## src/rtl/axi4_pipe_slice.sv

```systemverilog
// axi4_pipe_slice -- full-throughput AXI4 register slice.
//
// Every channel (AW, W, B, AR, R) goes through a 2-entry skid buffer. That
// breaks all combinational paths between the two sides, costs one cycle of
// latency, and adds no bubbles at 100% throughput.
//
// Ports
//   slaver_axi_aclk      in   single clock for the whole block
//   slaver_axi_aresetn   in   asynchronous, active-low reset
//   slaver_axi_aw*/w*/ar*     upstream requests in; *ready out
//   slaver_axi_b*/r*          upstream responses out; *ready in
//   master_axi_aw*/w*/ar*     downstream requests out; *ready in
//   master_axi_b*/r*          downstream responses in; *ready out
//
// Parameters
//   MODE            "BOTH" | "ONLY_READ" | "ONLY_WRITE". A channel set that
//                   is not built has all of its outputs tied to 0.
//   SLICE_MASK      per-channel enable {R,AR,B,W,AW}. A 0 bit makes that
//                   channel a plain wire pass-through.
//   IGNORE_IDSIZE   "TRUE" skips the elaboration check S_ID_W <= M_ID_W.
//   IGNORE_DSIZE    "TRUE" skips the elaboration check S_DATA_W == M_DATA_W.
//
// AW/AR IDs are zero-extended from S_ID_W to M_ID_W. B/R IDs are truncated
// back to S_ID_W. wlast and rlast are ordinary payload bits.

// Skid buffer for one channel.
//
//   state | meaning
//   EMPTY | nothing held; dst_valid = 0
//   ONE   | main register holds the beat presented at dst
//   TWO   | main and skid registers both full; src_ready = 0
module axi4_pipe_slice_skid #(
  parameter int W     = 8,
  parameter bit BUILD = 1'b1,
  parameter bit SLICE = 1'b1
) (
  input  logic         clk,
  input  logic         rst_n,
  input  logic         src_valid,
  output logic         src_ready,
  input  logic [W-1:0] src_data,
  output logic         dst_valid,
  input  logic         dst_ready,
  output logic [W-1:0] dst_data
);

  typedef enum logic [1:0] {EMPTY, ONE, TWO} state_e;

  if (!BUILD) begin : g_off
    assign src_ready = 1'b0;
    assign dst_valid = 1'b0;
    assign dst_data  = '0;
  end else if (!SLICE) begin : g_wire
    assign src_ready = dst_ready;
    assign dst_valid = src_valid;
    assign dst_data  = src_data;
  end else begin : g_skid
    state_e         state_q, state_d;
    logic           rdy_q, rdy_d;
    logic [W-1:0]   m_q, m_d;
    logic [W-1:0]   s_q, s_d;
    logic           src_beat, dst_beat;

    assign src_beat  = src_valid & rdy_q;
    assign dst_beat  = (state_q != EMPTY) & dst_ready;
    assign src_ready = rdy_q;
    assign dst_valid = (state_q != EMPTY);
    assign dst_data  = m_q;

    always_comb begin
      state_d = state_q;
      m_d     = m_q;
      s_d     = s_q;
      case (state_q)
        EMPTY: begin
          if (src_beat) begin
            m_d     = src_data;
            state_d = ONE;
          end
        end
        ONE: begin
          if (src_beat && dst_beat) begin
            m_d = src_data;
          end else if (src_beat) begin
            s_d     = src_data;
            state_d = TWO;
          end else if (dst_beat) begin
            state_d = EMPTY;
          end
        end
        TWO: begin
          if (dst_beat) begin
            m_d     = s_q;
            state_d = ONE;
          end
        end
        default: state_d = EMPTY;
      endcase
      // Ready is a flop so it never depends combinationally on dst_ready.
      rdy_d = (state_d != TWO);
    end

    always_ff @(posedge clk or negedge rst_n) begin
      if (!rst_n) begin
        state_q <= EMPTY;
        rdy_q   <= 1'b0;
      end else begin
        state_q <= state_d;
        rdy_q   <= rdy_d;
      end
    end

    // Payload needs no reset; it is qualified by the state.
    always_ff @(posedge clk) begin
      m_q <= m_d;
      s_q <= s_d;
    end
  end

endmodule

module axi4_pipe_slice #(
  parameter string      MODE          = "BOTH",
  parameter logic [4:0] SLICE_MASK    = 5'b11111,
  parameter string      IGNORE_IDSIZE = "FALSE",
  parameter string      IGNORE_DSIZE  = "FALSE",
  parameter int         S_ID_W        = 4,
  parameter int         M_ID_W        = 4,
  parameter int         ADDR_W        = 32,
  parameter int         S_DATA_W      = 32,
  parameter int         M_DATA_W      = 32
) (
  input  logic                  slaver_axi_aclk,
  input  logic                  slaver_axi_aresetn,
  // slaver AW
  input  logic [S_ID_W-1:0]     slaver_axi_awid,
  input  logic [ADDR_W-1:0]     slaver_axi_awaddr,
  input  logic [7:0]            slaver_axi_awlen,
  input  logic [2:0]            slaver_axi_awsize,
  input  logic [1:0]            slaver_axi_awburst,
  input  logic                  slaver_axi_awlock,
  input  logic [3:0]            slaver_axi_awcache,
  input  logic [2:0]            slaver_axi_awprot,
  input  logic [3:0]            slaver_axi_awqos,
  input  logic                  slaver_axi_awvalid,
  output logic                  slaver_axi_awready,
  // slaver W
  input  logic [S_DATA_W-1:0]   slaver_axi_wdata,
  input  logic [S_DATA_W/8-1:0] slaver_axi_wstrb,
  input  logic                  slaver_axi_wlast,
  input  logic                  slaver_axi_wvalid,
  output logic                  slaver_axi_wready,
  // slaver B
  output logic [S_ID_W-1:0]     slaver_axi_bid,
  output logic [1:0]            slaver_axi_bresp,
  output logic                  slaver_axi_bvalid,
  input  logic                  slaver_axi_bready,
  // slaver AR
  input  logic [S_ID_W-1:0]     slaver_axi_arid,
  input  logic [ADDR_W-1:0]     slaver_axi_araddr,
  input  logic [7:0]            slaver_axi_arlen,
  input  logic [2:0]            slaver_axi_arsize,
  input  logic [1:0]            slaver_axi_arburst,
  input  logic                  slaver_axi_arlock,
  input  logic [3:0]            slaver_axi_arcache,
  input  logic [2:0]            slaver_axi_arprot,
  input  logic [3:0]            slaver_axi_arqos,
  input  logic                  slaver_axi_arvalid,
  output logic                  slaver_axi_arready,
  // slaver R
  output logic [S_ID_W-1:0]     slaver_axi_rid,
  output logic [S_DATA_W-1:0]   slaver_axi_rdata,
  output logic [1:0]            slaver_axi_rresp,
  output logic                  slaver_axi_rlast,
  output logic                  slaver_axi_rvalid,
  input  logic                  slaver_axi_rready,
  // master AW
  output logic [M_ID_W-1:0]     master_axi_awid,
  output logic [ADDR_W-1:0]     master_axi_awaddr,
  output logic [7:0]            master_axi_awlen,
  output logic [2:0]            master_axi_awsize,
  output logic [1:0]            master_axi_awburst,
  output logic                  master_axi_awlock,
  output logic [3:0]            master_axi_awcache,
  output logic [2:0]            master_axi_awprot,
  output logic [3:0]            master_axi_awqos,
  output logic                  master_axi_awvalid,
  input  logic                  master_axi_awready,
  // master W
  output logic [M_DATA_W-1:0]   master_axi_wdata,
  output logic [M_DATA_W/8-1:0] master_axi_wstrb,
  output logic                  master_axi_wlast,
  output logic                  master_axi_wvalid,
  input  logic                  master_axi_wready,
  // master B
  input  logic [M_ID_W-1:0]     master_axi_bid,
  input  logic [1:0]            master_axi_bresp,
  input  logic                  master_axi_bvalid,
  output logic                  master_axi_bready,
  // master AR
  output logic [M_ID_W-1:0]     master_axi_arid,
  output logic [ADDR_W-1:0]     master_axi_araddr,
  output logic [7:0]            master_axi_arlen,
  output logic [2:0]            master_axi_arsize,
  output logic [1:0]            master_axi_arburst,
  output logic                  master_axi_arlock,
  output logic [3:0]            master_axi_arcache,
  output logic [2:0]            master_axi_arprot,
  output logic [3:0]            master_axi_arqos,
  output logic                  master_axi_arvalid,
  input  logic                  master_axi_arready,
  // master R
  input  logic [M_ID_W-1:0]     master_axi_rid,
  input  logic [M_DATA_W-1:0]   master_axi_rdata,
  input  logic [1:0]            master_axi_rresp,
  input  logic                  master_axi_rlast,
  input  logic                  master_axi_rvalid,
  output logic                  master_axi_rready
);

  localparam bit BUILD_WR = (MODE != "ONLY_READ");
  localparam bit BUILD_RD = (MODE != "ONLY_WRITE");

  localparam int AX_W = M_ID_W + ADDR_W + 8 + 3 + 2 + 1 + 4 + 3 + 4;
  localparam int W_W  = S_DATA_W + S_DATA_W / 8 + 1;
  localparam int B_W  = S_ID_W + 2;
  localparam int R_W  = S_ID_W + S_DATA_W + 2 + 1;

  if (IGNORE_IDSIZE == "FALSE" && S_ID_W > M_ID_W) begin : g_chk_id
    $error("axi4_pipe_slice: slaver ID width exceeds master ID width");
  end
  if (IGNORE_DSIZE == "FALSE" && S_DATA_W != M_DATA_W) begin : g_chk_data
    $error("axi4_pipe_slice: slaver and master data widths differ");
  end

  logic [AX_W-1:0] aw_src, aw_dst, ar_src, ar_dst;
  logic [W_W-1:0]  w_src, w_dst;
  logic [B_W-1:0]  b_src, b_dst;
  logic [R_W-1:0]  r_src, r_dst;

  // IDs are resized on the way in, so the registers hold only what leaves.
  assign aw_src = {M_ID_W'(slaver_axi_awid), slaver_axi_awaddr, slaver_axi_awlen,
                   slaver_axi_awsize, slaver_axi_awburst, slaver_axi_awlock,
                   slaver_axi_awcache, slaver_axi_awprot, slaver_axi_awqos};
  assign {master_axi_awid, master_axi_awaddr, master_axi_awlen, master_axi_awsize,
          master_axi_awburst, master_axi_awlock, master_axi_awcache,
          master_axi_awprot, master_axi_awqos} = aw_dst;

  assign w_src = {slaver_axi_wdata, slaver_axi_wstrb, slaver_axi_wlast};
  assign {master_axi_wdata, master_axi_wstrb, master_axi_wlast} = w_dst;

  assign b_src = {S_ID_W'(master_axi_bid), master_axi_bresp};
  assign {slaver_axi_bid, slaver_axi_bresp} = b_dst;

  assign ar_src = {M_ID_W'(slaver_axi_arid), slaver_axi_araddr, slaver_axi_arlen,
                   slaver_axi_arsize, slaver_axi_arburst, slaver_axi_arlock,
                   slaver_axi_arcache, slaver_axi_arprot, slaver_axi_arqos};
  assign {master_axi_arid, master_axi_araddr, master_axi_arlen, master_axi_arsize,
          master_axi_arburst, master_axi_arlock, master_axi_arcache,
          master_axi_arprot, master_axi_arqos} = ar_dst;

  assign r_src = {S_ID_W'(master_axi_rid), master_axi_rdata, master_axi_rresp,
                  master_axi_rlast};
  assign {slaver_axi_rid, slaver_axi_rdata, slaver_axi_rresp, slaver_axi_rlast} = r_dst;

  axi4_pipe_slice_skid #(.W(AX_W), .BUILD(BUILD_WR), .SLICE(SLICE_MASK[0])) u_aw (
    .clk(slaver_axi_aclk), .rst_n(slaver_axi_aresetn),
    .src_valid(slaver_axi_awvalid), .src_ready(slaver_axi_awready), .src_data(aw_src),
    .dst_valid(master_axi_awvalid), .dst_ready(master_axi_awready), .dst_data(aw_dst));

  axi4_pipe_slice_skid #(.W(W_W), .BUILD(BUILD_WR), .SLICE(SLICE_MASK[1])) u_w (
    .clk(slaver_axi_aclk), .rst_n(slaver_axi_aresetn),
    .src_valid(slaver_axi_wvalid), .src_ready(slaver_axi_wready), .src_data(w_src),
    .dst_valid(master_axi_wvalid), .dst_ready(master_axi_wready), .dst_data(w_dst));

  axi4_pipe_slice_skid #(.W(B_W), .BUILD(BUILD_WR), .SLICE(SLICE_MASK[2])) u_b (
    .clk(slaver_axi_aclk), .rst_n(slaver_axi_aresetn),
    .src_valid(master_axi_bvalid), .src_ready(master_axi_bready), .src_data(b_src),
    .dst_valid(slaver_axi_bvalid), .dst_ready(slaver_axi_bready), .dst_data(b_dst));

  axi4_pipe_slice_skid #(.W(AX_W), .BUILD(BUILD_RD), .SLICE(SLICE_MASK[3])) u_ar (
    .clk(slaver_axi_aclk), .rst_n(slaver_axi_aresetn),
    .src_valid(slaver_axi_arvalid), .src_ready(slaver_axi_arready), .src_data(ar_src),
    .dst_valid(master_axi_arvalid), .dst_ready(master_axi_arready), .dst_data(ar_dst));

  axi4_pipe_slice_skid #(.W(R_W), .BUILD(BUILD_RD), .SLICE(SLICE_MASK[4])) u_r (
    .clk(slaver_axi_aclk), .rst_n(slaver_axi_aresetn),
    .src_valid(master_axi_rvalid), .src_ready(master_axi_rready), .src_data(r_src),
    .dst_valid(slaver_axi_rvalid), .dst_ready(slaver_axi_rready), .dst_data(r_dst));

endmodule
```

## config.mk

```make
export PLATFORM = sky130hd
export DESIGN_NAME = axi4_pipe_slice
export DESIGN_NICKNAME = d
export VERILOG_FILES = /design/src/rtl/axi4_pipe_slice.sv
export SDC_FILE = /design/constraint.sdc
export NUM_CORES = 1
export LEC_CHECK = 0
export ABC_CLOCK_PERIOD_IN_PS = 12620
export CORE_UTILIZATION = 52
export DETAILED_ROUTE_END_ITERATION = 7
export GPL_TIMING_DRIVEN = 0
export HOLD_SLACK_MARGIN = 0.15
export PLACE_DENSITY_LB_ADDON = 0.1
export RECOVER_POWER = 50
export SKIP_LAST_GASP = 1
export SLEW_MARGIN = 40
export SYNTH_ARGS = -nofsm -noshare
export SYNTH_HDL_FRONTEND = slang
export SYNTH_SLANG_ARGS = --single-unit
```

## constraint.sdc

```tcl
create_clock -name slaver_axi_aclk -period 12.62 [get_ports slaver_axi_aclk]
set_input_delay 3.155 -clock slaver_axi_aclk [delete_from_list [all_inputs] [get_ports slaver_axi_aclk]]
set_output_delay 3.155 -clock slaver_axi_aclk [all_outputs]
set_load 0.02 [all_outputs]
```

# == After elaboration in Yosys (flattened, before gate mapping) ==
# Index checks and enable logic that the tools add are counted.
# op_classes
n_mux,50
n_bitwise,15
reduce_logical,30
n_eq_ne,30
# ops
op,count
2-to-1 mux 61 bit,6
one-hot mux 61 bit (3 select lines),2
2-to-1 mux 39 bit,3
one-hot mux 39 bit (3 select lines),1
2-to-1 mux 37 bit,3
one-hot mux 37 bit (3 select lines),1
2-to-1 mux 2 bit,25
"inequality test 2 x 1 -> 1 bit, second input constant",15
one-hot mux 2 bit (3 select lines),5
AND reduction 4 bit,5
2-to-1 mux 6 bit,3
one-hot mux 6 bit (3 select lines),1
AND reduction 3 bit,5
nonzero test 3 bit,5
AND 1 bit,10
"equality test 2 x 1 -> 1 bit, second input constant",5
"equality test 2 bit, second input constant",5
zero test 2 bit,5
"inequality test 2 bit, second input constant",5
nonzero test 2 bit,5
logical AND 1 bit,5
inverter 1 bit,5
# totals
inputBits,216
elab_cells,145
register_bits,423
output_inout_bits,214

# == Logic depth before layout (Yosys ltp) ==
# logic_depth
ltp_word,7
ltp_mapped,6
depth_no_buf,3

# == Cells and area by module ==
# Synthesis repeated with hierarchy kept, for this count alone.
# unflattened
cells_unflattened,1157
area_unflattened_um2,15773.9
# modules_own_cells
module,instances,area_each_um2,cells_each,seq_area_each_um2
axi4_pipe_slice_skid at u_ar ...,2,4613.2,337,3738.6
axi4_pipe_slice_skid at u_r,1,3041.7,222,2417.3
axi4_pipe_slice_skid at u_w,1,2894.0,212,2297.2
axi4_pipe_slice_skid at u_b,1,611.8,49,435.4

# == Worst setup path after synthesis ==
# OpenSTA, ideal clock, no wires.
# synth_timing
path_type,input -> register
start,in master_axi_rvalid
end,"reg u_r.g_skid.m_q[0], in the netlist u_r.dst_data[0], enable pin"
required_time_ps,12126
stages,2
slack_ps,5891
arrival_ps,6235
setup_time_ps,494
n_path_buf,0
cell_sequence,nand2_1 o31ai_1
# synth_via
elab_chain_len,4
elab_cells_between_ends,5
cone_classes,eq/ne (2); bitwise (1); reduce/logical (2)
# synth_rtl
item,line_no,source
start: declaration,217,"input logic master_axi_rvalid,"
AND 1 bit *,64,assign src_beat = src_valid & rdy_q;
logical AND 1 bit,82,if (src_beat && dst_beat) begin
inequality test 2 x 1 -> 1 bit (no source line),--,
AND reduction 4 bit (no source line) *,--,
end signal: assignment,115,m_q <= m_d;
end: declaration,60,"logic [W-1:0] m_q, m_d;"
# Mark *: on every way between the ends. The rest lies on a longest branch, timed or not.
# A chain may end at the register's enable or synchronous reset.

# == Worst setup path after layout ==
# layout_timing
start,in slaver_axi_awvalid
end,"reg u_aw.g_skid.s_q[9], enable pin"
# layout_via
elab_chain_len,4
# layout_rtl
item,line_no,source
start: declaration,145,"input logic slaver_axi_awvalid,"
AND 1 bit *,64,
logical AND 1 bit,82,
inverter 1 bit (no source line),--,
AND reduction 3 bit (no source line) *,--,
end signal: assignment,116,s_q <= s_d;
end: declaration,61,"logic [W-1:0] s_q, s_d;"
# Marked as above.

==> impl_metrics.tcl <==
set metrics [dict create \
    status "completed" \
    async_flop_share_pct 3.55 \
    grt_pass1_wl_mm 56.1 \
    cts_tree "built" \
    netlist_area_um2 15700 \
    clk_path_buf_depth 3 \
    synth_edf_count 408 \
    cellPowerDensity_nw_per_um2 203 \
    cp_cell_sequence "dlygate4sd3_1 > and3b_1 > nand2_1 > clkinvlp_2 > buf_12" \
    h-tree-depth 2 \
    r2r_setup_slack_ps 10060 \
    path_class "in -> reg" \
    relSlewSlack_pct 14.5 \
    max-vdd-ir-drop_mv 0.152 \
    cts.sinks 423 \
    setup_viol 0 \
    min_period_ps 5150 \
    ys_warn_count 0 \
    cp_top_family "buffers and inverters" \
    hold_class "reg -> reg" \
    drive_above_1_share_pct 7.99 \
    cts_setup_buffers 0 \
    yosys.area.top_type_share_pct 78.1 \
    leakagePower_nw 8.60 \
    antenna_left 0 \
    core_area_um2 29600 \
    synthesis.nets 1360 \
    synth_area_leaders "edfxtp_1 78%, nand2_1 15%, dfrtp_1 2.4%, buf_4 0.81%, buf_2 0.80%" \
    ys_seq_area_share_pct 80.5 \
    cts_hold_buf 0 \
    maxSlewViolCount 0 \
    path_buf_inv 3 \
    vias_per_cell 4.93 \
    port-buffer-count 429 \
    cp.required_ps 12870 \
    timing.rr.start "u_aw.g_skid.state_q[0]" \
    drt-pass1-iter-count 5 \
    holdPathEnd "u_r.dst_data[27]" \
    cap_violations 0 \
    arrival_ps 5400 \
    cpMaxStageDelayCell "clkinvlp_2" \
    critPathLaunchType "input port" \
    drc 0 \
    pre_cts_ws_ps 7360 \
    synth_seq_cells 423 \
    reg2reg_depth 4 \
    num_vias 10200 \
    synth_common_cells "612 x nand2_1, 408 x edfxtp_1, 25 x buf_2, 17 x buf_4, 15 x dfrtp_1" \
    finalWeightedCongestion 0.792 \
    grt_usage_pct 24.1 \
    clkSlewWorstSetupHoldPaths_ps 60 \
    totalWireLength_mm 37.6 \
    hold_violations 0 \
    min_path_cells 2 \
    syn_avg_cell_area_um2 13.7 \
    die_w_um 176 \
    ctsResizeCount 0 \
    design.die.area_um2 30900 \
    netlist.top_cell.by_area "edfxtp_1" \
    slowest_delay_ps 820 \
    fill_cells 1977 \
    setup_ws_ps 7470 \
    cts_buffers 43 \
    tns_ps 0 \
    place_inst 1978 \
    overflow 0 \
    dp_hpwl_mm 26.6 \
    worst_pin_slew_ps 1270 \
    fmax_mhz 194 \
    detail_route.wl_per_cell_um 18.2 \
    drt_iter0_drc 660 \
    cts-root-buf "clkbuf_16" \
    finClkSkew_ps 7.02 \
    syn_to_final_growth_pct 40.5 \
    path_max_fanout 42 \
    setup.worst_path.start "slaver_axi_awvalid" \
    synth.most_common_cell "nand2_1" \
    nNetsFinal 1849 \
    multiInputGateArea_um2 2750 \
    hp-start "u_r.g_skid.s_q[27]" \
    clk_latency_ps 530 \
    synthDistinctLibCells 31 \
    grt_setup_unrepaired "no" \
    ys.flop_type "edfxtp_1" \
    fin_cells 2068 \
    row_count 63 \
    crit_path_end_kind "flip-flop" \
    min_period_over_period_pct 40.8 \
    antenna_found_initial 16 \
    grt_max_degree 43 \
    die-height_um 176 \
    initial_core_util_pct 52.9 \
    grt_pass1_vias 10200 \
    regArea_um2 12600 \
    syn_inst 1144 \
    ios 430 \
    r2r-end "u_aw.dst_data[54]" \
]
stage by stage:
stage | hold slack [ps] | area (um^2) | power [mW] | utilization, %
5_1_grt | 529 | 22000 | 4.65 | 74.3
3_3_place_gp | 482 | 20500 | 3.26 | 69.1
3_5_place_dp | 492 | 20700 | 3.31 | 69.9
2_1_floorplan | 466 | 15700 | 2.65 | -
4_1_cts | 506 | 22100 | 4.53 | 74.4
6_report | 501 | 22000 | 4.48 | 74.4
how the worst max path moves through the flow:
stage                     depth (start not counted)                 end  slack, ps
after detailed placement                          5   u_r.g_skid.s_q[6]       7360
after floorplan                                   2     u_r.dst_data[0]       5890
after global placement                            3   u_r.g_skid.s_q[3]       4070
after global routing                              5  u_ar.g_skid.s_q[6]       7260
final                                             5  u_aw.g_skid.s_q[9]       7470
after CTS                                         3   slaver_axi_rvalid       7530
worst min-delay path, stage by stage, from the launching register on:
cell      delay [ps]
edfxtp_1         320
nand2_1           40
nand2_1           40
registers in the layout, indices dropped and copies added (netlist names):
register	flops
u_w.dst_data	37
u_ar.dst_data	61
u_r.g_skid.s_q	39
u_w.g_skid.s_q	37
u_ar.g_skid.s_q	61
u_ar.src_ready	1
u_b.dst_data	6
u_ar.g_skid.state_q	2
u_aw.g_skid.state_q	2
u_aw.dst_data	61
u_r.src_ready	1
u_b.g_skid.s_q	6
u_r.dst_data	39
u_b.g_skid.state_q	2
u_w.src_ready	1
u_aw.g_skid.s_q	61
u_aw.src_ready	1
u_w.g_skid.state_q	2
u_b.src_ready	1
u_r.g_skid.state_q	2
power by group:
part	switching, mW	internal, mW
clock	0.508	0.710
sequential	0.0854	1.93
combinational	0.726	0.517
total	1.32	3.16
final cells by class:
class / instances / area share, %
Timing Repair Buffer: 444 / 20.4
Antenna cell: 13 / 0.148
Tap cell: 390 / 2.21
Multi-Input combinational cell: 669 / 12.5
Clock inverter: 23 / 0.806
Clock buffer: 54 / 5.26
Inverter: 6 / 0.114
Buffer: 46 / 1.28
Sequential cell: 423 / 57.3
per-layer routing:
metal	routed length, um	global-route usage [%]	vias to the layer above
met5	82	0	-
met2	19100	41.5	401
met4	1220	9.17	12
met3	3560	8.48	90
li1	-	-	4900
met1	13700	27.7	4795
placed cells by master (no fill, tap or decap), types with 2 or more instances in the layout:
master           instances
nand2_1                611
edfxtp_1               408
clkdlybuf4s50_1        218
dlygate4sd3_1          210
clkbuf_16               45
buf_2                   27
buf_4                   22
dfrtp_1                 15
diode_2                 13
clkbuf_1                12
clkinv_2                10
clkinv_1                10
nor2b_1                  7
o21ai_0                  7
nand2b_1                 5
mux2i_1                  5
mux2_2                   5
o21a_1                   5
buf_6                    4
and3b_1                  4
or2_2                    4
o2bb2a_1                 3
bufinv_16                3
buf_12                   3
buf_16                   3
inv_1                    2
inv_2                    2
clkinvlp_2               2
kinds of logic (layout without fill, tap and decap cells):
family / Yosys count / count (layout) / share of synthesized area (%)
and+or+nand+nor: 638 / 638 / 15.8
DFF: 423 / 423 / 80.5
buffers and inverters: 52 / 573 / 1.95
AOI/OAI and AO/OA: 20 / 20 / 1.01
muxes: 11 / 11 / 0.750
other: 0 / 13 / 0
(Power assumes the default switching activity.)
